==> config.mk <==
export PLATFORM = sky130hd
export DESIGN_NAME = dmem_wr_arbiter
export DESIGN_NICKNAME = d
export VERILOG_FILES = /design/src/rtl/dmem_wr_arbiter.sv
export SDC_FILE = /design/constraint.sdc
export NUM_CORES = 1
export LEC_CHECK = 0
export ABC_AREA = 0
export BUFFER_PORTS_ARGS = -buffer_cell sky130_fd_sc_hd__buf_2
export CORE_AREA = 2 2 313 315
export CTS_CLUSTER_DIAMETER = 120
export DETAILED_ROUTE_END_ITERATION = 8
export DIE_AREA = 0 0 315 317
export GPL_TIMING_DRIVEN = 0
export PLACE_DENSITY_LB_ADDON = 0.15
export SETUP_SLACK_MARGIN = 0.4
export SLEW_MARGIN = 20
export SYNTH_ARGS = -nofsm -noshare
export SYNTH_HDL_FRONTEND = slang
export SYNTH_SLANG_ARGS = --single-unit
==> constraint.sdc <==
create_clock -name CLOCK_50 -period 3.5 [get_ports CLOCK_50]
set_clock_uncertainty 0.1 [all_clocks]
set_input_delay 0.35 -clock CLOCK_50 [delete_from_list [all_inputs] [get_ports CLOCK_50]]
set_output_delay 0.35 -clock CLOCK_50 [all_outputs]
set_load 0.02 [all_outputs]
==> src/rtl/dmem_wr_arbiter.sv <==
// Burst-granted round-robin arbiter for the shared DMEM write port (camera vs SPART host).
// Optional per-requester statistics counters are enabled by defining DMEM_ARB_STATS_EN.
module dmem_wr_arbiter #(
  parameter int unsigned BURST_MAX = 8,
  parameter int unsigned MAX_WAIT  = 64,
  parameter int unsigned AW        = 7,
  parameter int unsigned DW        = 256
) (
  input  logic          CLOCK_50,
  input  logic          rst_n,
  input  logic          cam_valid,
  input  logic          cam_last,
  input  logic [AW-1:0] cam_addr,
  input  logic [DW-1:0] cam_data,
  output logic          cam_ready,
  input  logic          cam_frame_lock,
  input  logic          host_valid,
  input  logic          host_last,
  input  logic [AW-1:0] host_addr,
  input  logic [DW-1:0] host_data,
  output logic          host_ready,
  output logic          dmem_wren,
  output logic [AW-1:0] dmem_wraddr,
  output logic [DW-1:0] dmem_wrdata,
`ifdef DMEM_ARB_STATS_EN
  input  logic          stats_clr,
  output logic [15:0]   cam_beats,
  output logic [15:0]   host_beats,
  output logic [15:0]   conflicts,
`endif
  output logic [1:0]    grant
);

  typedef enum logic [1:0] {
    S_IDLE = 2'b00,
    S_CAM  = 2'b01,
    S_HOST = 2'b10
  } state_t;

  localparam int unsigned   BCW      = (BURST_MAX > 1) ? $clog2(BURST_MAX) : 1;
  localparam int unsigned   WCW      = $clog2(MAX_WAIT + 1);
  localparam logic [BCW-1:0] BEAT_END = BCW'(BURST_MAX - 1);
  localparam logic [WCW-1:0] WAIT_SAT = WCW'(MAX_WAIT);

  state_t          r_state;
  logic            r_last_host;
  logic [BCW-1:0]  r_beat_cnt;
  logic [WCW-1:0]  r_wait_cnt;
  logic            r_cam_ready;
  logic            r_host_ready;
  logic            r_wren;
  logic [AW-1:0]   r_wraddr;
  logic [DW-1:0]   r_wrdata;

  logic w_cam_hs;
  logic w_host_hs;
  logic w_hs;
  logic w_g_valid;
  logic w_g_last;
  logic w_burst_end;

  assign w_cam_hs    = cam_valid & r_cam_ready;
  assign w_host_hs   = host_valid & r_host_ready;
  assign w_hs        = w_cam_hs | w_host_hs;
  assign w_g_valid   = (r_state == S_HOST) ? host_valid : cam_valid;
  assign w_g_last    = (r_state == S_HOST) ? host_last  : cam_last;
  // Granted ready is 1 in CAM/HOST, so a high granted valid is always a handshake.
  assign w_burst_end = !w_g_valid | w_g_last | (r_beat_cnt == BEAT_END);

  always_ff @(posedge CLOCK_50 or negedge rst_n) begin
    if (!rst_n) begin
      r_state      <= S_IDLE;
      r_last_host  <= 1'b1;
      r_beat_cnt   <= '0;
      r_cam_ready  <= 1'b0;
      r_host_ready <= 1'b0;
      r_wren       <= 1'b0;
      r_wraddr     <= '0;
      r_wrdata     <= '0;
    end else begin
      r_wren <= w_hs;
      if (w_cam_hs) begin
        r_wraddr <= cam_addr;
        r_wrdata <= cam_data;
      end else if (w_host_hs) begin
        r_wraddr <= host_addr;
        r_wrdata <= host_data;
      end
      case (r_state)
        S_IDLE: begin
          if (host_valid && (r_wait_cnt == WAIT_SAT)) begin
            r_state      <= S_HOST;
            r_host_ready <= 1'b1;
          end else if (cam_valid && (cam_frame_lock || !host_valid || r_last_host)) begin
            r_state     <= S_CAM;
            r_cam_ready <= 1'b1;
          end else if (host_valid) begin
            r_state      <= S_HOST;
            r_host_ready <= 1'b1;
          end
        end
        S_CAM, S_HOST: begin
          if (w_burst_end) begin
            r_state      <= S_IDLE;
            r_cam_ready  <= 1'b0;
            r_host_ready <= 1'b0;
            r_last_host  <= (r_state == S_HOST);
            r_beat_cnt   <= '0;
          end else begin
            r_beat_cnt <= r_beat_cnt + 1'b1;
          end
        end
        default: begin
          r_state      <= S_IDLE;
          r_cam_ready  <= 1'b0;
          r_host_ready <= 1'b0;
          r_beat_cnt   <= '0;
        end
      endcase
    end
  end

  always_ff @(posedge CLOCK_50 or negedge rst_n) begin
    if (!rst_n) begin
      r_wait_cnt <= '0;
    end else if (!host_valid || w_host_hs) begin
      r_wait_cnt <= '0;
    end else if ((r_state != S_HOST) && (r_wait_cnt != WAIT_SAT)) begin
      r_wait_cnt <= r_wait_cnt + 1'b1;
    end
  end

`ifdef DMEM_ARB_STATS_EN
  logic [15:0] r_cam_beats;
  logic [15:0] r_host_beats;
  logic [15:0] r_conflicts;

  always_ff @(posedge CLOCK_50 or negedge rst_n) begin
    if (!rst_n) begin
      r_cam_beats  <= '0;
      r_host_beats <= '0;
      r_conflicts  <= '0;
    end else if (stats_clr) begin
      r_cam_beats  <= '0;
      r_host_beats <= '0;
      r_conflicts  <= '0;
    end else begin
      if (w_cam_hs)  r_cam_beats  <= r_cam_beats + 16'd1;
      if (w_host_hs) r_host_beats <= r_host_beats + 16'd1;
      if ((r_state == S_IDLE) && cam_valid && host_valid) r_conflicts <= r_conflicts + 16'd1;
    end
  end

  assign cam_beats  = r_cam_beats;
  assign host_beats = r_host_beats;
  assign conflicts  = r_conflicts;
`endif

  assign cam_ready   = r_cam_ready;
  assign host_ready  = r_host_ready;
  assign dmem_wren   = r_wren;
  assign dmem_wraddr = r_wraddr;
  assign dmem_wrdata = r_wrdata;
  assign grant       = r_state;

endmodule

Word-level counts from Yosys, hierarchy flattened
Cells that the tools add are included.
Word-level totals
  register bits: 279
  bits of input ports: 533
  output and inout bits: 268
  word-level logic and storage cells: 67
Operators by class
  add/subtract/negate cells: 2
  equality and inequality tests: 12
  muxes and demuxes: 23
  bitwise logic cells: 5
  reduce and logical (&&, ||, !) cells: 16
Operators by type and width (count)
  $mux W256: 2
  $mux W7: 4
  $mux W1: 8
  $mux W2: 4
  $ne A2 B2 Y1 const B: 4
  $add A7 B1 Y7 const B: 1
  $eq A7 B7 Y1 const B: 1
  $ne A7 B7 Y1 const B: 1
  $ne A3 B3 Y1 const B: 2
  $pmux W3 S2: 1
  $reduce_and A3 Y1: 2
  $ne A4 B4 Y1 const B: 1
  $pmux W1 S2: 2
  $pmux W2 S2: 1
  $reduce_and A2 Y1: 2
  $reduce_bool A2 Y1: 2
  $add A3 B1 Y3 const B: 1
  $eq A3 B3 Y1 const B: 1
  $logic_and A1 B1 Y1: 3
  $logic_or A1 B1 Y1: 3
  $mux W3: 1
  $or A1 B1 Y1: 3
  $and A1 B1 Y1: 2
  $eq A2 B1 Y1 const B: 1
  other kinds (4): 5

Logic depth before layout (Yosys ltp)
  depth after elaboration: 7
  depth in mapped cells: 8
  gate-level depth less buffers: 6

Worst setup path before layout
Ideal clock, no wire load.
  path kind: register to register
  start: reg r_state[0] (netlist: grant[0])
  end: reg r_state[1] (netlist: grant[1])
  setup time: 126 ps
  arrival: 1893 ps
  required time: 3274 ps
  setup slack: 1381 ps
  cell stages (with the launch flop): 8
  buffers on the path: 1
  cells stage by stage: dfrtp_1 -> inv_1 -> ha_1 -> buf_6 -> or3b_4 -> a211oi_4 -> o21ai_1 -> a221o_1
Between the ends
  word-level cells in the longest chain between the ends: 7
  elaborated cells on any way between the ends: 13
Ends and longest elaborated chain
  start: declaration: line 45  | state_t r_state;
  start signal: assignment: line 72  | r_state <= S_IDLE;
  start signal: assignment: line 92  | r_state <= S_HOST;
  start signal: assignment: line 95  | r_state <= S_CAM;
  $eq A2 B2 Y1: line 65, 66, 89
  $mux W1: line 65  | assign w_g_valid = (r_state == S_HOST) ? host_valid : cam_valid;
  $logic_not A1 Y1: line 68  | assign w_burst_end = !w_g_valid | w_g_last | (r_beat_cnt == BEAT_END);
  $or A1 B1 Y1 (2 in series): line 68
  $ne A2 B2 Y1 (no source line)
  $reduce_and A2 Y1 (no source line)
Several ways; a longest one is shown, not always the timed one.
A chain may end at the register's enable or synchronous reset.

Final worst setup path
  start: reg r_cam_ready (netlist: cam_ready)
  end: reg r_wrdata[212] (netlist: dmem_wrdata[212])
Between the ends
  word-level cells in the longest chain between the ends: 2
  elaborated cells on any way between the ends: 3
Ends and longest elaborated chain
  start: declaration: line 49  | logic r_cam_ready;
  start signal: assignment: line 75  | r_cam_ready <= 1'b0;
  start signal: assignment: line 96  | r_cam_ready <= 1'b1;
  start signal: assignment: line 105  | r_cam_ready <= 1'b0;
  $and A1 B1 Y1 (*): line 62  | assign w_cam_hs = cam_valid & r_cam_ready;
  $mux W256 or $reduce_bool A2 Y1 (tied branches)
  end signal: assignment: line 84  | r_wrdata <= cam_data;
  end signal: assignment: line 87  | r_wrdata <= host_data;
  end: declaration: line 53  | logic [DW-1:0] r_wrdata;
Mark *: on every way between the ends. The rest lies on a longest branch, timed or not.

==> metrics <==
outcome completed; distinct cell type count after synthesis 34; Yosys reg bits around 280; Port Buf Inserts 799; dominant synthesized flop cell dfrtp_1; period utilisation layout slightly below 80%; max incr delay on CP between 0.9 and 1 ns; Final HPWL DP 53.7 mm; RR Startpoint cam_ready$_DFFE_PN0P_; hold path endpoint dmem_wrdata[82]$_DFFE_PN0P_; number of buffers between clock root and the deepest sink 3; RSZ-0062 raised after global routing false; H-tree level count 2; total count of hold-check failures in the final report 0; number of nets produced by synthesis between 1500 and 2000; cell count of the worst reg-to-reg path 5; fraction of layout instances using a drive strength above 1 37.8%; number of pins exceeding their max-slew limit in the final report 0; Cell Area, Synth approximately 13000 um^2; number of clock sinks roughly 280; std cell rows ~110; number of maximum-capacitance violations 0; commonest non-fill, non-tap cell in the layout buf_2; final net count 3009; sum of routed wire length over all layers between 60 and 70 mm; time the final worst path needs with I/O delays and setup ~2.8 ns; WL/cell about 18 um; f_max 361 MHz; via count of the first global-routing pass about 15000; area used by sequential logic in the layout 6980 um^2; later-pin clock latency in the skew report 0.55 ns; reg2reg end dmem_wrdata[212]$_DFFE_PN0P_; register area share after synthesis a little over half; height of the die approximately 320 um; Starting Density between 10% and 20%; setup repair bufs after CTS 0; global route overflow 0; die outline width between 300 and 400 um; Iteration-0 DRC Markers about 470; Pwr per Cell Area 789 nW/um^2; filler cell count in the final layout about 10000; number of search-and-repair iterations in the first detailed-routing pass 5; leak pwr 11.4 nW; hold wc startpoint cam_data[82]; worst rel slew slack 26.2%; clock buffers created by TritonCTS 37; Critical Path Sink Type flip-flop; fin util 24.7%; highest ir drop seen on vdd around 0.28 mV; Setup TNS Final 0 ns; Worst Path Class, Setup reg -> reg; aggregate global-route resource usage between 10% and 20%; fraction of registers with async set/reset 100%; number of enable-type register cells in the synthesized netlist 0; Cells after DPL between 3000 and 4000; hold depth 3; Hold-fix buffers, CTS 391; cell accounting for the most synthesized area dfrtp_1; post-route DRC violation count 0; io pins approximately 800; clock tree root driver cell clkbuf_16; final std cells w/o fill approximately 3800; data required time at the worst endpoint ~3.8 ns; cell chain of the critical path and2_1 > buf_4 > buf_2 > mux2i_1 > o21ai_0; top library cells by usage in the layout, fill and taps aside buf_2 (836), dlygate4sd3_1 (391), dfrtp_1 (278), nand2_1 (273), mux2i_1 (263); slew at the pin with the worst max-slew slack between 1 and 1.5 ns; core region area approximately 96000 um^2; data arrival time of the critical path between 3 and 4 ns; synthesis-to-finish area growth 83.4%; biggest area contributors in the synthesized netlist dfrtp_1 (54%), mux2i_1 (20%), nand2_1 (7.9%); die area roughly 100000 um^2; post-synthesis instance total 1238; Worst Path Max Fanout 10; via count 13900; weighted congestion at the end of routability-driven global placement roughly 0.9; Fin Hold WS ~0.036 ns; number of instances resized during post-cts repair 0; mean area per synthesized cell approximately 10 um^2; area occupied by multi-input gates 5440 um^2; number of vias per cell approximately 3.7; Reg clk slew, reported paths ~0.060 ns; top cell type's share of synthesized area 53.5%; antenna violations before repair 2; maximum number of pins on one net before global-route repair just under 90; type of the worst min-delay path in -> reg; crit path max-delay cell type mux2i_1; Power Total approximately 0.019 W; number of failing setup endpoints in the final timing report 0; Antenna Violating Nets Remaining 0; global-route wire length before repair around 95 mm; CTS tree yes; register-to-register path setup slack around 0.73 ns; number of warnings issued by yosys 0; kind of launch point of the worst setup path flip-flop
[flip-flops by register name, indices dropped and copies added (netlist names)]
name,flops
dmem_wrdata,256
dmem_wraddr,7
r_wait_cnt,7
r_beat_cnt,3
grant,2
cam_ready,1
dmem_wren,1
host_ready,1
r_last_host,1
[per-stage QoR]
step / area, um^2 / setup WS [ns]
2_1_floorplan: 13000 / 1.38
3_3_place_gp: 18600 / -3.78
3_5_place_dp: 18700 / 0.544
4_1_cts: 23800 / 0.647
5_1_grt: 23800 / 0.556
6_report: 23800 / 0.727
[worst max-delay path: cells and delay by family (launching register included)]
kind                   cells  cell delay [ns]
AO/OA/AOI/OAI              1             0.16
buffers and inverters      2             0.84
flip-flops                 1             0.38
multiplexers               1             0.95
AND/OR/NAND/NOR            1             0.14
[synth_stat cells, types with 4 or more instances]
library cell / count
clkbuf_1: 10
inv_1: 9
ha_1: 6
buf_4: 31
o21ai_1: 196
nor2_1: 13
clkbuf_2: 6
a21oi_1: 6
nand2_1: 273
xnor2_1: 4
dfrtp_1: 278
buf_2: 38
o21ai_0: 70
a211oi_1: 4
mux2i_1: 263
buf_6: 4
[power by group]
group	switching (W)	total [W]	internal [W]
Clock	0.00150	0.00387	0.00237
Combinational	0.00591	0.00933	0.00342
Sequential	0.000838	0.00560	0.00476
[worst max-delay path by stage]
stage                           from                           end  slack, ns  depth (start not counted)
3_5_place_dp               cam_valid  dmem_wrdata[212]$_DFFE_PN0P_       0.54                          6
6_report       cam_ready$_DFFE_PN0P_  dmem_wrdata[212]$_DFFE_PN0P_       0.73                          5
2_1_floorplan   grant[0]$_DFFE_PN0P_          grant[1]$_DFFE_PN0P_       1.38                          7
3_3_place_gp                   rst_n     r_beat_cnt[2]$_DFFE_PN0N_      -3.78                          1
4_1_cts        cam_ready$_DFFE_PN0P_  dmem_wrdata[212]$_DFFE_PN0P_       0.65                          5
5_1_grt        cam_ready$_DFFE_PN0P_  dmem_wrdata[204]$_DFFE_PN0P_       0.56                          7
[routing by layer]
layer  up-vias  global-route usage [%]  wire, um
met4         2                    5.01      2460
met3        91                    2.93      4090
met5         -                       0         7
li1       6732                       -         -
met2       489                    22.9     33900
met1      6566                    14.8     26900
[layout make-up]
cell class                      instances  share of cell area (%)
Clock inverter                          7                   0.373
Buffer                                 89                    2.25
Sequential cell                       279                    29.3
Tap cell                             1276                    6.70
Multi-Input combinational cell        861                    22.8
Inverter                                9                   0.142
Timing Repair Buffer                 1193                    33.6
Antenna cell                            1                  0.0105
Clock buffer                           58                    4.77
[kinds of logic after synthesis]
group	after synthesis	synth area share (%)
AO/OA/AOI/OAI	285	11.6
XOR/XNOR	6	0.404
adder cells (fa/ha/maj)	6	0.578
buffers and inverters	98	4.38
flip-flops	279	53.7
multiplexers	264	20.3
AND/OR/NAND/NOR	300	8.97
(Power assumes the default switching activity.)
